<file path="src/rtl/dcache_uncache_bridge_if.sv">
// dcache_uncache_bridge_if: pipeline request/response and memory-side bus of the uncached bridge.
// Ports: req_* (pipeline request + req_ready), rd_data/rd_valid (read return), wbuf_empty,
//        mem_* (memory request, write data, byte enables, size, read line, addrOK/dataOK).
// Modports: slave = the bridge, master = the pipeline/memory environment driving it.
interface dcache_uncache_bridge_if #(
    parameter int OFFSET_W = 2
);
    logic                           req_valid;
    logic                           req_ready;
    logic                           req_type;
    logic [31:0]                    req_addr;
    logic [31:0]                    req_wdata;
    logic [3:0]                     req_wstrb;
    logic [31:0]                    rd_data;
    logic                           rd_valid;
    logic                           wbuf_empty;
    logic [31:0]                    mem_addr;
    logic [31:0]                    mem_wdata;
    logic [32*(1<<OFFSET_W)-1:0]    mem_rline;
    logic                           mem_req;
    logic                           mem_wr;
    logic [1:0]                     mem_size;
    logic [3:0]                     mem_wstrb;
    logic                           mem_addrOK;
    logic                           mem_dataOK;
    modport slave (
        input  req_valid, req_type, req_addr, req_wdata, req_wstrb, mem_rline, mem_addrOK, mem_dataOK,
        output req_ready, rd_data, rd_valid, wbuf_empty, mem_addr, mem_wdata, mem_req, mem_wr, mem_size, mem_wstrb
    );
    modport master (
        output req_valid, req_type, req_addr, req_wdata, req_wstrb, mem_rline, mem_addrOK, mem_dataOK,
        input  req_ready, rd_data, rd_valid, wbuf_empty, mem_addr, mem_wdata, mem_req, mem_wr, mem_size, mem_wstrb
    );
endinterface

</file>
<file path="src/rtl/dcache_uncache_bridge.sv">
// dcache_uncache_bridge: uncached load/store bridge with a posted-write FIFO and a single outstanding read.
// Ports: clk, rstn (async, active-low), bus (dcache_uncache_bridge_if.slave): pipeline requests in,
//        read word/pulse out, memory request/size/strobes out, memory line and addrOK/dataOK in.
module dcache_uncache_bridge #(
    parameter int OFFSET_W   = 2,
    parameter int WBUF_DEPTH = 4
) (
    input logic                     clk,
    input logic                     rstn,
    dcache_uncache_bridge_if.slave  bus
);
    localparam int PW = $clog2(WBUF_DEPTH);
    localparam logic [PW:0] FULL = (PW+1)'(WBUF_DEPTH);

    typedef enum logic [1:0] {IDLE, WREQ, RREQ, RWAIT} state_t;

    state_t                             state;
    logic [31:0]                        wb_addr [WBUF_DEPTH];
    logic [31:0]                        wb_data [WBUF_DEPTH];
    logic [3:0]                         wb_strb [WBUF_DEPTH];
    logic [PW-1:0]                      rptr, wptr;
    logic [PW:0]                        count, count_nx;
    logic [31:0]                        raddr, rd_data;
    logic                               rd_valid;
    logic [(1<<OFFSET_W)-1:0][31:0]     line;
    logic [3:0]                         hs;
    logic                               accept, push, pop;

    assign line     = bus.mem_rline;
    assign hs       = wb_strb[rptr];
    // reads wait for an empty buffer in IDLE so they never overtake posted writes
    assign bus.req_ready = bus.req_type ? (count < FULL && state != RREQ && state != RWAIT)
                                        : (state == IDLE && count == '0);
    assign accept   = bus.req_valid && bus.req_ready;
    assign push     = accept && bus.req_type && bus.req_wstrb != 4'b0000;
    assign pop      = state == WREQ && bus.mem_addrOK;
    assign count_nx = count + {{PW{1'b0}}, push} - {{PW{1'b0}}, pop};

    assign bus.mem_req    = state == WREQ || state == RREQ;
    assign bus.mem_wr     = state == WREQ;
    assign bus.mem_addr   = state == RREQ ? raddr : wb_addr[rptr];
    assign bus.mem_wdata  = wb_data[rptr];
    assign bus.mem_wstrb  = state == WREQ ? hs : 4'b0000;
    // a single set bit is a byte, an aligned half pair is a halfword, anything else a word
    assign bus.mem_size   = state == WREQ ? (((hs & (hs - 4'd1)) == 4'd0) ? 2'd0 :
                                             (hs == 4'b0011 || hs == 4'b1100) ? 2'd1 : 2'd2) :
                            state == RREQ ? 2'd2 : 2'd0;
    assign bus.wbuf_empty = count == '0 && state != WREQ;
    assign bus.rd_data    = rd_data;
    assign bus.rd_valid   = rd_valid;

    always_ff @(posedge clk) begin
        if (push) begin
            wb_addr[wptr] <= bus.req_addr;
            wb_data[wptr] <= bus.req_wdata;
            wb_strb[wptr] <= bus.req_wstrb;
        end
    end

    always_ff @(posedge clk or negedge rstn) begin
        if (!rstn) begin
            state    <= IDLE;
            rptr     <= '0;
            wptr     <= '0;
            count    <= '0;
            raddr    <= '0;
            rd_data  <= '0;
            rd_valid <= 1'b0;
        end else begin
            rd_valid <= 1'b0;
            count    <= count_nx;
            if (push) wptr <= wptr + PW'(1);
            if (pop) rptr <= rptr + PW'(1);
            case (state)
                IDLE:
                    if (accept && !bus.req_type) begin
                        raddr <= bus.req_addr;
                        state <= RREQ;
                    end else if (count != '0) begin
                        state <= WREQ;
                    end
                WREQ:  if (pop && count_nx == '0) state <= IDLE;
                RREQ:  if (bus.mem_addrOK) state <= RWAIT;
                RWAIT:
                    if (bus.mem_dataOK) begin
                        rd_data  <= line[raddr[OFFSET_W+1:2]];
                        rd_valid <= 1'b1;
                        state    <= IDLE;
                    end
                default: state <= IDLE;
            endcase
        end
    end
endmodule

</file>
<file path="src/flat_wrapper.sv">
// flat-port wrapper written by rule: the top's interface ports become plain ports
module dcache_uncache_bridge_flat 
#(
    parameter int OFFSET_W   = 2,
    parameter int WBUF_DEPTH = 4
)
  (clk, rstn, bus_req_valid, bus_req_type, bus_req_addr, bus_req_wdata, bus_req_wstrb, bus_mem_rline, bus_mem_addrOK, bus_mem_dataOK, bus_req_ready, bus_rd_data, bus_rd_valid, bus_wbuf_empty, bus_mem_addr, bus_mem_wdata, bus_mem_req, bus_mem_wr, bus_mem_size, bus_mem_wstrb);
  dcache_uncache_bridge_if #(.OFFSET_W(OFFSET_W)) bus_i ();
  input logic clk;
  input logic rstn;
  input wire logic [$bits(bus_i.req_valid)-1:0] bus_req_valid;
  input wire logic [$bits(bus_i.req_type)-1:0] bus_req_type;
  input wire logic [$bits(bus_i.req_addr)-1:0] bus_req_addr;
  input wire logic [$bits(bus_i.req_wdata)-1:0] bus_req_wdata;
  input wire logic [$bits(bus_i.req_wstrb)-1:0] bus_req_wstrb;
  input wire logic [$bits(bus_i.mem_rline)-1:0] bus_mem_rline;
  input wire logic [$bits(bus_i.mem_addrOK)-1:0] bus_mem_addrOK;
  input wire logic [$bits(bus_i.mem_dataOK)-1:0] bus_mem_dataOK;
  output wire logic [$bits(bus_i.req_ready)-1:0] bus_req_ready;
  output wire logic [$bits(bus_i.rd_data)-1:0] bus_rd_data;
  output wire logic [$bits(bus_i.rd_valid)-1:0] bus_rd_valid;
  output wire logic [$bits(bus_i.wbuf_empty)-1:0] bus_wbuf_empty;
  output wire logic [$bits(bus_i.mem_addr)-1:0] bus_mem_addr;
  output wire logic [$bits(bus_i.mem_wdata)-1:0] bus_mem_wdata;
  output wire logic [$bits(bus_i.mem_req)-1:0] bus_mem_req;
  output wire logic [$bits(bus_i.mem_wr)-1:0] bus_mem_wr;
  output wire logic [$bits(bus_i.mem_size)-1:0] bus_mem_size;
  output wire logic [$bits(bus_i.mem_wstrb)-1:0] bus_mem_wstrb;
  assign bus_i.req_valid = bus_req_valid;
  assign bus_i.req_type = bus_req_type;
  assign bus_i.req_addr = bus_req_addr;
  assign bus_i.req_wdata = bus_req_wdata;
  assign bus_i.req_wstrb = bus_req_wstrb;
  assign bus_i.mem_rline = bus_mem_rline;
  assign bus_i.mem_addrOK = bus_mem_addrOK;
  assign bus_i.mem_dataOK = bus_mem_dataOK;
  assign bus_req_ready = bus_i.req_ready;
  assign bus_rd_data = bus_i.rd_data;
  assign bus_rd_valid = bus_i.rd_valid;
  assign bus_wbuf_empty = bus_i.wbuf_empty;
  assign bus_mem_addr = bus_i.mem_addr;
  assign bus_mem_wdata = bus_i.mem_wdata;
  assign bus_mem_req = bus_i.mem_req;
  assign bus_mem_wr = bus_i.mem_wr;
  assign bus_mem_size = bus_i.mem_size;
  assign bus_mem_wstrb = bus_i.mem_wstrb;
  dcache_uncache_bridge #(.OFFSET_W(OFFSET_W), .WBUF_DEPTH(WBUF_DEPTH)) u_core (.clk(clk), .rstn(rstn), .bus(bus_i));
endmodule
</file>
<file path="config.mk">
export PLATFORM = sky130hd
export DESIGN_NAME = dcache_uncache_bridge_flat
export DESIGN_NICKNAME = d
export VERILOG_FILES = /design/src/rtl/dcache_uncache_bridge_if.sv /design/src/rtl/dcache_uncache_bridge.sv /design/src/flat_wrapper.sv
export SDC_FILE = /design/constraint.sdc
export NUM_CORES = 1
export LEC_CHECK = 0
export BUFFER_PORTS_ARGS = -buffer_cell sky130_fd_sc_hd__buf_2
export CAP_MARGIN = 40
export CORE_ASPECT_RATIO = 0.5
export CORE_MARGIN = 2
export CORE_UTILIZATION = 51
export DETAILED_ROUTE_END_ITERATION = 10
export PLACE_DENSITY_LB_ADDON = 0.1
export SYNTH_ARGS = -nofsm -noshare
export SYNTH_HDL_FRONTEND = slang
export SYNTH_SLANG_ARGS = --single-unit
export TNS_END_PERCENT = 30
</file>
<file path="constraint.sdc">
create_clock -name clk -period 5 [get_ports clk]
set_clock_uncertainty 0.15 [all_clocks]
set_input_delay 1.25 -clock clk [delete_from_list [all_inputs] [get_ports clk]]
set_output_delay 1.25 -clock clk [all_outputs]
set_load 0.01 [all_outputs]
</file>
==> flow_results.org, run 1 <==
** Outcome
- The flow ran to the end, and the final reports show no timing, DRC or antenna violations.

** Clock network
- CTS tree :: built
- After clock tree synthesis, the flow added hold-fix buffers numbering 0.
- The longest clock path from root to sink contains 3 buffers.
- Clock buffers created by TritonCTS :: 30
- The tree is rooted in a sky130_fd_sc_hd__clkbuf_16.
- The clock reaches the later pin of the worst-skew pair after 0.57 ns.
- The tree built by TritonCTS fans out to 346 sinks.
- Buffer count from post-CTS setup fixing :: 0
- After clock tree synthesis, the clock-pin slew on the worst setup and hold paths is around 0.07 ns.
- H-tree depth :: 1
- The number of gates resized after CTS was 0.

** Setup path
- In this run the worst path has a maximum fanout of between 40 and 50.
- Path depth of the worst reg2reg path :: 12
- Launching point of the worst reg2reg path :: u_core.state[0]$_DFFE_PN0P_
- STA classifies the critical path startpoint as a register.
- The worst register-to-register path ends at u_core.state[1]$_DFFE_PN0P_.
- The setup check on the worst reg-to-reg path leaves a slack of 1.68 ns.
- Following the worst setup path forward leads to its endpoint at bus_mem_wdata[10].
- The critical path is of the reg -> out type.
- Data on the critical path is required at its endpoint by ~3.6 ns.
- STA classifies the critical path endpoint as an output port.
- Crit path arrival time :: 2.55 ns
- CP startpoint :: u_core.rptr[1]$_DFFE_PN0P_

** Final layout
- Of the cells placed in the final design, the portion with a size suffix greater than 1 is 52.13%.
- The filler cells instantiated in the layout total 1,957.
- Layout-stage area growth over the synthesis result :: 20.72%
- Excluding fillers, the count of instances in the completed layout stands at 1,408.
- Post-layout nets :: 1,244
- In the final layout, the multi-input gates occupy 0.003794 mm^2.
- Area taken by flip-flops and latches :: 0.01003 mm^2

** GRT
- The number of antenna violations at the first check in global routing is 1.
- The via count of the first global-routing pass was 8,106.
- Wire length of the first global-routing pass :: 47.04 mm
- Largest net degree at the start of global routing :: 46
- For this run the aggregate overflow at the end of global routing stands at 0.
- Global routing consumed, over all layers together, 21.77% of the routing resources.

** Yosys
- After synthesis, flip-flops and latches occupy 71.07% of the total area.
- After synthesis, the netlist uses 34 different library cells.
- Counting every instance in the synthesized netlist gives 710.
- Yosys top cell by area :: sky130_fd_sc_hd__edfxtp_1
- Synthesis produced a netlist with a net count of 923.
- By instance count, the leading cell after synthesis is sky130_fd_sc_hd__edfxtp_1.
- Commonest register cell after synthesis :: sky130_fd_sc_hd__edfxtp_1
- Synthesized area per cell :: 19.86 um^2
- Leading post-synthesis cells by cell area :: sky130_fd_sc_hd__edfxtp_1 58%, sky130_fd_sc_hd__mux4_2 16%, sky130_fd_sc_hd__dfrtp_1 13%, sky130_fd_sc_hd__mux2_2 5.1%, sky130_fd_sc_hd__nand2_1 2.8%
- Yosys printed 0 warnings.
- Share of async-settable or async-resettable flops after synthesis :: roughly a fifth
- Most numerous cell types in the synthesized netlist :: 272 x sky130_fd_sc_hd__edfxtp_1, 104 x sky130_fd_sc_hd__nand2_1, 100 x sky130_fd_sc_hd__mux4_2
- Count of flip-flops with a built-in enable after synthesis :: about 270
- Total standard cell area after synthesis :: 0.01410 mm^2
- After synthesis, the largest area contributor takes up 57.94% of total cell area.
- After synthesis the netlist holds a flip-flop and latch count of 346.

** Drt
- In the final routed layout, each cell accounts on average for approximately 22 um.
- The count of nets left with antenna violations once routing finished came out at 0.
- Via count of the routed design :: 7,719
- The first TritonRoute pass finished after 4 iterations.
- For this run, design rule violations remaining after detail routing come to 0.
- After detailed routing, the total wire length is 31.05 mm.
- In the routed layout, each cell is associated on average with a via count of 5.482.
- After the first detailed-routing iteration, the DRC count stood at 459.

** Place
- At the end of routability-driven placement, the weighted congestion stood at between 0.8 and 0.9.
- The count of buffers added on input and output ports is 308.
- At the placement stage, the worst setup path has a slack of between 1 and 1.5 ns.
- Post-DP HPWL :: 20.32 mm
- Placed cells :: 1,351

** Power and ir drop
- Power spread over the standard cell area amounts to around 530 mW/mm^2.
- In this run, the clock network consumes 25.6% of the power.
- Summed over all nets, the switching power comes to 2.708 mW.
- Of the total power, the share spent switching nets is 30.05%.
- Sequential Power Share :: 42.2%
- The internal power of the cells totals 6.302 mW.
- Comb pwr share :: between 30% and 40%
- VDD IR max :: 290.3 uV
- Summed over all cells, the static leakage comes to 6.705 nW.

** Worst hold path
- The tightest min-delay check is of the reg -> reg type.

** STA
- For the final routed database, the setup TNS stands at 0 ns.
- At the pin with the least slew margin, the transition time is 0.7528 ns.
- The final max-slew violation count was 0.
- Headroom to the max-slew limit came out at 49.81%.
- Crit path time final :: about 4 ns
- Final number of hold-violating endpoints :: 0
- Final worst-path cycle share :: 79.02%
- Unrepaired setup endpoints after global routing :: false
- Across all setup checks in the final design, the least slack found is 1.049 ns.
- Setup violations remaining at the end of the flow were counted as 0.
- Fmax achieved :: 253.1 MHz

** Job
- Number of maximum-capacitance violations :: 0

** Die
- The die covers 0.02907 mm^2.
- Chip Height :: 121.6 um
- Initial standard-cell utilization of the core :: 52.60%
- Std-Cell Rows :: 42
- For this design the top-level I/O count stands at between 300 and 400.
- Width of the die :: 239.1 um
- In this run the standard cell core region covers 0.02680 mm^2.
[sequential cells by signal (all words and copies together) (netlist names)]
register	flops
u_core.wb_addr	128
u_core.wb_data	128
u_core.bus.rd_data	32
u_core.raddr	32
u_core.wb_strb	16
u_core.count	3
u_core.rptr	2
u_core.state	2
u_core.wptr	2
u_core.bus.rd_valid	1
[per-stage QoR]
stage	cell area, um^2	hold slack (ns)	total power, mW	util, %
2_1_floorplan	14100	0.3292	5.806	-
3_3_place_gp	16000	0.3350	6.752	59.68
3_5_place_dp	16040	0.3387	6.835	59.86
4_1_cts	17020	0.3546	9.144	63.49
5_1_grt	17020	0.3689	9.486	63.50
6_report	17020	0.3524	9.009	63.50
[cells by family after synthesis]
group / Yosys count / share of synthesized area (%)
and+or+nand+nor: 124 / 3.683
adders and majority gates: 11 / 1.030
AOI/OAI and AO/OA: 11 / 0.6569
DFF: 346 / 71.07
buffers and inverters: 50 / 2.104
muxes: 164 / 21.09
xor gates and xnor gates: 4 / 0.3639
[final cells by class]
cell class	count	area share, %
clock buffers	38	4.706
flip-flops and latches	346	58.93
diodes	1	0.01470
repair buffers	328	10.22
clock inverters	18	1.007
well taps	352	2.588
inverters	11	0.2426
multi-input cells	314	22.29
[worst max-delay path, stage by stage (launching register included)]
cell	delay (ns)
sky130_fd_sc_hd__dfrtp_4	0.90
sky130_fd_sc_hd__buf_4	0.48
sky130_fd_sc_hd__mux4_2	0.41
sky130_fd_sc_hd__buf_2	0.16
[power by group through the flow]
stage	Combinational [mW]	Clock [mW]	Sequential, mW
finish	2.91	2.30	3.80
global route	3.16	2.47	3.85
CTS	2.98	2.36	3.80
detailed placement	2.97	0	3.86
global placement	2.83	0	3.92
floorplan	2.04	0	3.77
[routing by layer]
layer  vias to the layer above  GRT usage [%]  part of all wire [%]
met4                         0          5.039                   2.1
li1                       3454              -                     -
met5                         -              0                     0
met1                      4015          28.05                    40
met2                       205          38.74                    52
met3                        45          4.351                   5.0
[worst min path at each step]
stage                                                  start                            endpoint  slack (ns)  depth (start not counted)
final                     u_core.bus.rd_data[18]$_DFFE_PN0P_  u_core.bus.rd_data[18]$_DFFE_PN0P_        0.35                          1
after global routing            u_core.raddr[12]$_DFFE_PN0P_        u_core.raddr[12]$_DFFE_PN0P_        0.37                          1
after CTS                  u_core.bus.rd_data[7]$_DFFE_PN0P_   u_core.bus.rd_data[7]$_DFFE_PN0P_        0.35                          1
after detailed placement  u_core.bus.rd_data[10]$_DFFE_PN0P_  u_core.bus.rd_data[10]$_DFFE_PN0P_        0.34                          1
after global placement    u_core.bus.rd_data[21]$_DFFE_PN0P_  u_core.bus.rd_data[21]$_DFFE_PN0P_        0.34                          1
after floorplan                 u_core.raddr[30]$_DFFE_PN0P_        u_core.raddr[30]$_DFFE_PN0P_        0.33                          1
[cells in the final DEF (no fill, tap or decap), drive strengths merged, types with 2 or more instances in the layout]
master and instances:
buf 328, edfxtp 272, nand2 104, mux4 100, dfrtp 74, mux2 64, clkbuf 38, clkinv 16
inv 10, ha 10, and2 9, nor3 4, o21ai 4, bufinv 3, nand3 2, xnor2 2
(Power assumes the default switching activity.)
==> run 2: changes to the inputs <==
- CORE_UTILIZATION: 51 -> 49
- clock period: 5 -> 3.3 ns (I/O delays scaled with it)
==> run 2 against run 1 <==
  * Final cell count up 2.9%
  * Final area is 1.7% higher
  * Sequential share of layout area is 0.98 points lower
  * Core utilization fell by 1.6 points
  * Non-clock buffer count grew 12
  * Hold slack lost 0.22 ns
  * Power rose by 56%
  * First-iteration DRC count is 22% lower
  * Clock power rose by 60%
  * Sequential cell count is the same
  * Register-to-register slack lost 1.4 ns
  * Combinational power rose by 59%
  * Critical path type unchanged
==> flow_results.org, run 2 (synthesis gave the netlist of run 1 again) <==
** Outcome
- The flow ran to the end, and the final reports show no timing, DRC or antenna violations.

** Place
- IO buf count :: 308
- Worst slack after detailed placement :: -0.1104 ns
- Routability-driven placement finished with a final weighted congestion of 0.8147.
- Post-DP HPWL :: 20.63 mm

** Setup path
- Max Fanout on Critical Path :: 18
- Critical path buffer and inverter count :: 3
- Type of element capturing the critical path :: output port
- The cell family contributing the most delay on the critical path is flip-flops.
- Critical path class :: reg -> out
- Cell with the biggest individual delay on the critical path :: sky130_fd_sc_hd__dfrtp_4
- Crit path arrival time :: 2.21 ns
- On the worst path, the slowest cell contributes a delay of 0.56 ns.
- Cell Chain, Critical Path :: buf_12 -> buf_12 -> mux4_2 -> buf_2
- Counting stages on the worst path, the most repeated cell is sky130_fd_sc_hd__buf_12.
- Critical Path Source Type :: register
- Crit path required time :: 2.32 ns

** Drt
- Detailed routing inserted a total of 7,716 vias.
- In the routed design, unresolved DRC markers number 0.
- Final ANT Viol Nets :: 0
- After detailed routing, the average wire length per cell comes to 21.44 um.
- Length of the first detailed-routing pass in iterations :: 4
- The routed design has approximately 31 mm of wire.
- In the routed layout, each cell is associated on average with a via count of 5.325.
- Number of DRC markers after the initial detailed-route iteration :: 360

** Job
- The tool flagged a number of max-cap violations equal to 0.

** STA
- The number of endpoints with negative hold slack in the final report is 0.
- The final critical path takes up 96.37% of the cycle.
- At the pin with the least slew margin, the transition time is 0.7003 ns.
- Based on the critical path, the design can be clocked at up to 314.5 MHz.
- Worst-case hold slack :: approximately 0.13 ns
- Setup total negative slack on the finished layout was measured at 0 ns.
- Unrepaired setup endpoints after global routing :: true
- Crit path time final :: 3.180 ns
- The worst pin sits at a relative slew slack of 53.31%.
- Final critical-path setup slack :: 0.1199 ns
- Number of failing setup endpoints in the final timing report :: 0
- Pins Over Slew Limit :: 0

** GRT
- Number of antenna violations at the first check in global routing :: 2
- Global routing consumed, on the met2 layer, 37.09% of the routing resources.
- In the global route stage, met1 resource usage came out at 26.72%.
- For met3 alone, demand over resource in global routing was 3.512%.
- In this run the most used layer during global routing was met2.
- Overall Global Routing Usage :: 20.66%
- Entering global routing, the biggest net connects 46 pins.
- Via count of the first global-routing pass :: 8,109
- The first global-routing pass estimated 46.55 mm of wire.
- Total congestion overflow :: 0

** Clock network
- In this run the number of H-tree levels came out at 1.
- Clock tree root driver cell :: sky130_fd_sc_hd__clkbuf_16
- TritonCTS built the clock tree.
- Clock buffers created by TritonCTS :: 30
- Counting every sink on the clock net gives roughly 350.
- Clock buffer depth :: 3
- Clock Pin Slew Worst Setup and Hold Paths :: 0.07 ns
- For the worst-skew pair, the clock arrives at the later sink with an insertion delay of 0.56 ns.

** Die
- For this configuration, the core starts out at a cell density of 50.39%.
- Std-Cell Rows :: 43
- Top Ports :: 309
- Chip Height :: 123.9 um
- The region available for standard cell placement spans 0.02798 mm^2.
- The die covers between 0.03 and 0.04 mm^2.
- The die is 243.9 um wide.

** Final layout
- Number of filler cells placed in the layout :: 2,121
- Layout-stage area growth over the synthesis result :: 22.77%
- Post-layout nets :: 1,256
- Most common library cell in the layout ignoring fill and taps :: sky130_fd_sc_hd__buf_2
- Registers with the most flip-flops :: u_core.wb_addr (128), u_core.wb_data (128)
- Fraction of layout instances using a drive strength above 1 :: 52.68%
- Leaving out fill and tap cells, the most frequent cells in the layout are 307 x sky130_fd_sc_hd__buf_2, 272 x sky130_fd_sc_hd__edfxtp_1, 104 x sky130_fd_sc_hd__nand2_1.

** Power and ir drop
- Overall power consumption after layout is estimated at 14.01 mW.
- IR analysis of the VDD net gives a maximum drop of 451.2 uV.
- Static power due to leakage :: 6.814 nW
- Power spread over the standard cell area amounts to approximately 810 mW/mm^2.

** Worst hold path
- Hold Path Class :: in -> async
[run 2: changes by cell type in the layout (fill, tap and decap cells not counted), sizes merged]
cell      before  now
clkinv        16   10
diode          1    2
bufinv         3    6
clkinvlp       0    1
buf          328  340
[run 2: repair_timing]
| action | CTS | global route |
|---|---|---|
| setup endpoints to repair | 37 | 5 |
| endpoints found under the hold margin | 0 | 0 |
| buffers inserted | 3 | 2 |
| resized for setup | 2 | 0 |
| hold buffers | 0 | 0 |
[run 2: stage by stage]
| step | utilization (%) | area, um^2 | std cells |
|---|---|---|---|
| after CTS | 61.76 | 17280 | 1445 |
| final | 61.86 | 17310 | 1449 |
| after global routing | 61.86 | 17310 | 1449 |
| after floorplan | - | 14100 | 710 |
| after global placement | 57.88 | 16190 | 1387 |
| after detailed placement | 57.98 | 16220 | 1388 |
[run 2: final timing paths]
kind                                                    from                                  to  slack, ns  cells after the start
setup reg to reg                 u_core.state[1]$_DFFE_PN0P_         u_core.state[1]$_DFFE_PN0P_       0.27                     12
hold / removal                                          rstn        u_core.raddr[21]$_DFFE_PN0P_       0.13                      1
min in group clk                           bus_req_wdata[11]     u_core.wb_data[1][11]$_DFFE_PP_       0.32                      1
hold reg to reg            u_core.bus.rd_data[0]$_DFFE_PN0P_   u_core.bus.rd_data[0]$_DFFE_PN0P_       0.35                      1
setup / recovery                  u_core.rptr[0]$_DFFE_PN0P_                   bus_mem_wdata[12]       0.12                      4
max in group asynchronous                               rstn  u_core.bus.rd_data[10]$_DFFE_PN0P_       2.18                      2
[run 2: cell type report]
cell class | count | area [um^2] | area share, %
flip-flops and latches | 346 | 10030 | 57.95
multi-input cells | 314 | 3794 | 21.92
repair buffers | 340 | 1928 | 11.14
clock buffers | 38 | 790.8 | 4.569
well taps | 382 | 478.0 | 2.762
clock inverters | 16 | 240.2 | 1.388
inverters | 11 | 42.54 | 0.2458
diodes | 2 | 5.005 | 0.02892
[run 2: power by group]
group	switching [mW]	total, mW	internal [mW]
combinational	2.24	4.62	2.37
sequential	0.363	5.71	5.35
clock	1.52	3.68	2.16
[run 2: metal layers]
metal	wire, um	part of all wire [%]
met1	12640	41
met2	16470	53
met3	1368	4.4
met4	582	1.9
met5	0	0
==> run 3: changes to the inputs <==
- CORE_UTILIZATION: 49 -> 51
- clock period: 3.3 -> 3.05 ns (I/O delays scaled with it)
==> run 3 against run 2 <==
  * Die area is 3.8% lower
  * Routed wire length is 2.4% higher
  * Largest power group unchanged
  * First-iteration DRC count is 18% higher
  * Clock-buffer cell count is 6 lower
  * The flow now finishes with violations (setup timing)
  * Final area is 3.4% higher
  * Via count is 0.87% higher
==> flow_results.org, run 3 (synthesis gave the netlist of run 1 again) <==
** Drt
- Final wirelength :: 31.82 mm
- After detailed routing, the number of remaining DRC violations is 0.
- In this run the remaining antenna-violating nets after routing total 0.
- Length of the first detailed-routing pass in iterations :: 4
- After detailed routing, the average wire length per cell comes to 22.11 um.
- Mean number of vias per cell :: 5.409
- Number of DRC markers after the initial detailed-route iteration :: 424
- Via count of the routed design :: 7,783

** Worst hold path
- In this run the worst hold path is classified as in -> async.

** GRT
- Entering global routing, the biggest net connects 41 pins.
- Via count of the first global-routing pass :: 8,243
- The number of antenna violations at the first check in global routing is 1.
- Summed over all layers, the global routing overflow is 0.
- Wire length of the first global-routing pass :: 47.34 mm
- Overall Global Routing Usage :: roughly 22%

** Die
- Chip Height :: between 100 and 150 um
- The die is 239.1 um wide.
- For this design the top-level I/O count stands at 309.
- The region available for standard cell placement spans ~0.027 mm^2.
- The floorplan step defined a die boundary enclosing 0.02907 mm^2.
- The floorplan has 42 rows.
- Initial standard-cell utilization of the core :: 52.60%

** Power and ir drop
- For this design the ratio of total power to cell area is ~900 mW/mm^2.
- For this design the static power due to leakage is 7.067 nW.
- IR analysis of the VDD net gives a maximum drop of 450.9 uV.

** Clock network
- Clock buffers created by TritonCTS :: 30
- No sink is reached through more buffers than the 3 on the longest clock path.
- Clock Pin Slew Worst Setup and Hold Paths :: roughly 0.070 ns
- CTS tree :: built
- The clock reaches the later pin of the worst-skew pair after 0.56 ns.
- The clock net in this run drives a total of around 350 sinks.
- In this run the number of H-tree levels came out at 1.
- Clock tree root driver cell :: sky130_fd_sc_hd__clkbuf_16

** STA
- The final critical path takes up 101.1% of the cycle.
- The number of endpoints with negative hold slack in the final report came to 0.
- Crit path time final :: 3.082 ns
- The final max-slew violation count was 0.
- Slew of the pin with the lowest slew margin :: 0.6409 ns
- Unrepaired setup endpoints after global routing :: true
- Worst-case hold slack :: between 0.06 and 0.07 ns
- Headroom to the max-slew limit came out at 57.27%.
- Number of failing setup endpoints in the final timing report :: 3
- After layout, the worst setup slack is -0.03243 ns.
- Based on the critical path, the design can be clocked at up to roughly 320 MHz.
- In the final timing run, aggregate negative setup slack is -0.07880 ns.

** Place
- Weighted congestion reported at the end of routability-driven placement :: 0.8168
- Post-DP HPWL :: approximately 21 mm
- Summing all placed instances gives a cell area of 0.01628 mm^2.
- Input and output buffers added on the ports amount to slightly above 300.

** Final layout
- The finished cells cover 0.01789 mm^2.
- Fraction of layout instances using a drive strength above 1 :: a little over half
- Layout-stage area growth over the synthesis result :: 26.93%
- Leaving out fill and tap cells, the most frequent cell in the layout is sky130_fd_sc_hd__buf_2.
- In the final design database the tool counted 1,275 nets.
- Registers with the most flip-flops :: u_core.wb_addr (128), u_core.wb_data (128)
- Leaving out fill and tap cells, the most frequent cells in the layout are 288 x sky130_fd_sc_hd__buf_2, 272 x sky130_fd_sc_hd__edfxtp_1, 100 x sky130_fd_sc_hd__mux4_2.

** Setup path
- The worst setup path is of the reg -> out kind.
- The critical path goes through buf_4 -> mux4_2 -> nor3_2 -> o21a_1 -> buf_2.
- Cell with the biggest individual delay on the critical path :: sky130_fd_sc_hd__mux4_2
- On the worst path, the slowest cell contributes a delay of 0.57 ns.
- Critical path buffer and inverter count :: 2
- The worst setup path is launched from a register.
- Crit path required time :: 2.14 ns
- Family of cells with the greatest summed delay on the critical path :: multiplexers
- Max Fanout on Critical Path :: 4
- Type of element capturing the critical path :: output port
- Crit path arrival time :: 2.17 ns

** Outcome
- Violated checks :: setup timing
- Status :: finished with violations

** Job
- Number of maximum-capacitance violations :: 0
## run 3: changes by cell type in the layout (fill, tap and decap cells not counted), sizes merged, moves of 2 or more
cell and change:
buf +16, clkbuf -4, bufinv +3, clkinvlp +3
clkinv +2
## run 3: power breakdown
part | leakage, nW | switching (mW) | internal, mW
sequential | 3.39 | 0.358 | 5.79
clock | 0.548 | 1.68 | 2.63
combinational | 3.13 | 2.67 | 3.05
total | 7.07 | 4.70 | 11.5
## run 3: area by class of cell
cell class                      count  area, um^2
Tap cell                          352       440.4
Antenna cell                        1       2.502
Multi-Input combinational cell    314        3832
Clock inverter                     24       349.1
Inverter                           11       41.29
Fill cell                        1866        8907
Sequential cell                   346       10030
Clock buffer                       32       789.5
Timing Repair Buffer              359        2409
## run 3: routing by layer
layer | share of wire, % | vias to the layer above | global-route usage (%)
li1 | - | 3512 | -
met1 | 41 | 4045 | 27.99
met2 | 53 | 194 | 40.15
met3 | 4.1 | 32 | 4.034
met4 | 1.6 | 0 | 4.453
met5 | 0 | - | 0
## run 3: what timing repair did
action | in CTS | in global routing
endpoints found under the setup margin | 66 | 57
hold buffers | 0 | 0
endpoints found under the hold margin | 0 | 0
pin swaps | 4 | 13
cloned | 3 | 2
gates resized for setup | 18 | 36
buffers inserted | 7 | 6
## run 3: final timing paths
check / startpoint / endpoint / slack (ns) / depth (start not counted)
setup / recovery: u_core.rptr[0]$_DFFE_PN0P_ / bus_mem_size[0] / -0.03 / 5
hold / removal: rstn / u_core.bus.rd_data[13]$_DFFE_PN0P_ / 0.07 / 1
min in group clk: bus_req_wdata[23] / u_core.wb_data[3][23]$_DFFE_PP_ / 0.27 / 1
max in group asynchronous: rstn / u_core.raddr[2]$_DFFE_PN0P_ / 2.04 / 2
setup reg to reg: u_core.state[0]$_DFFE_PN0P_ / u_core.state[1]$_DFFE_PN0P_ / 0.03 / 11
hold reg to reg: u_core.bus.rd_data[16]$_DFFE_PN0P_ / u_core.bus.rd_data[16]$_DFFE_PN0P_ / 0.35 / 1
## run 3: per-stage QoR
step           utilization, %  instances  worst slack (ns)  power (mW)
5_1_grt                 66.76       1439           -0.1158       16.98
3_5_place_dp            60.74       1365           -0.2326       11.37
3_3_place_gp            60.74       1365           -0.1564       11.29
6_report                66.76       1439          -0.03243       16.18
2_1_floorplan               -        710           -0.4838       9.510
4_1_cts                 65.84       1431          -0.06553       16.00
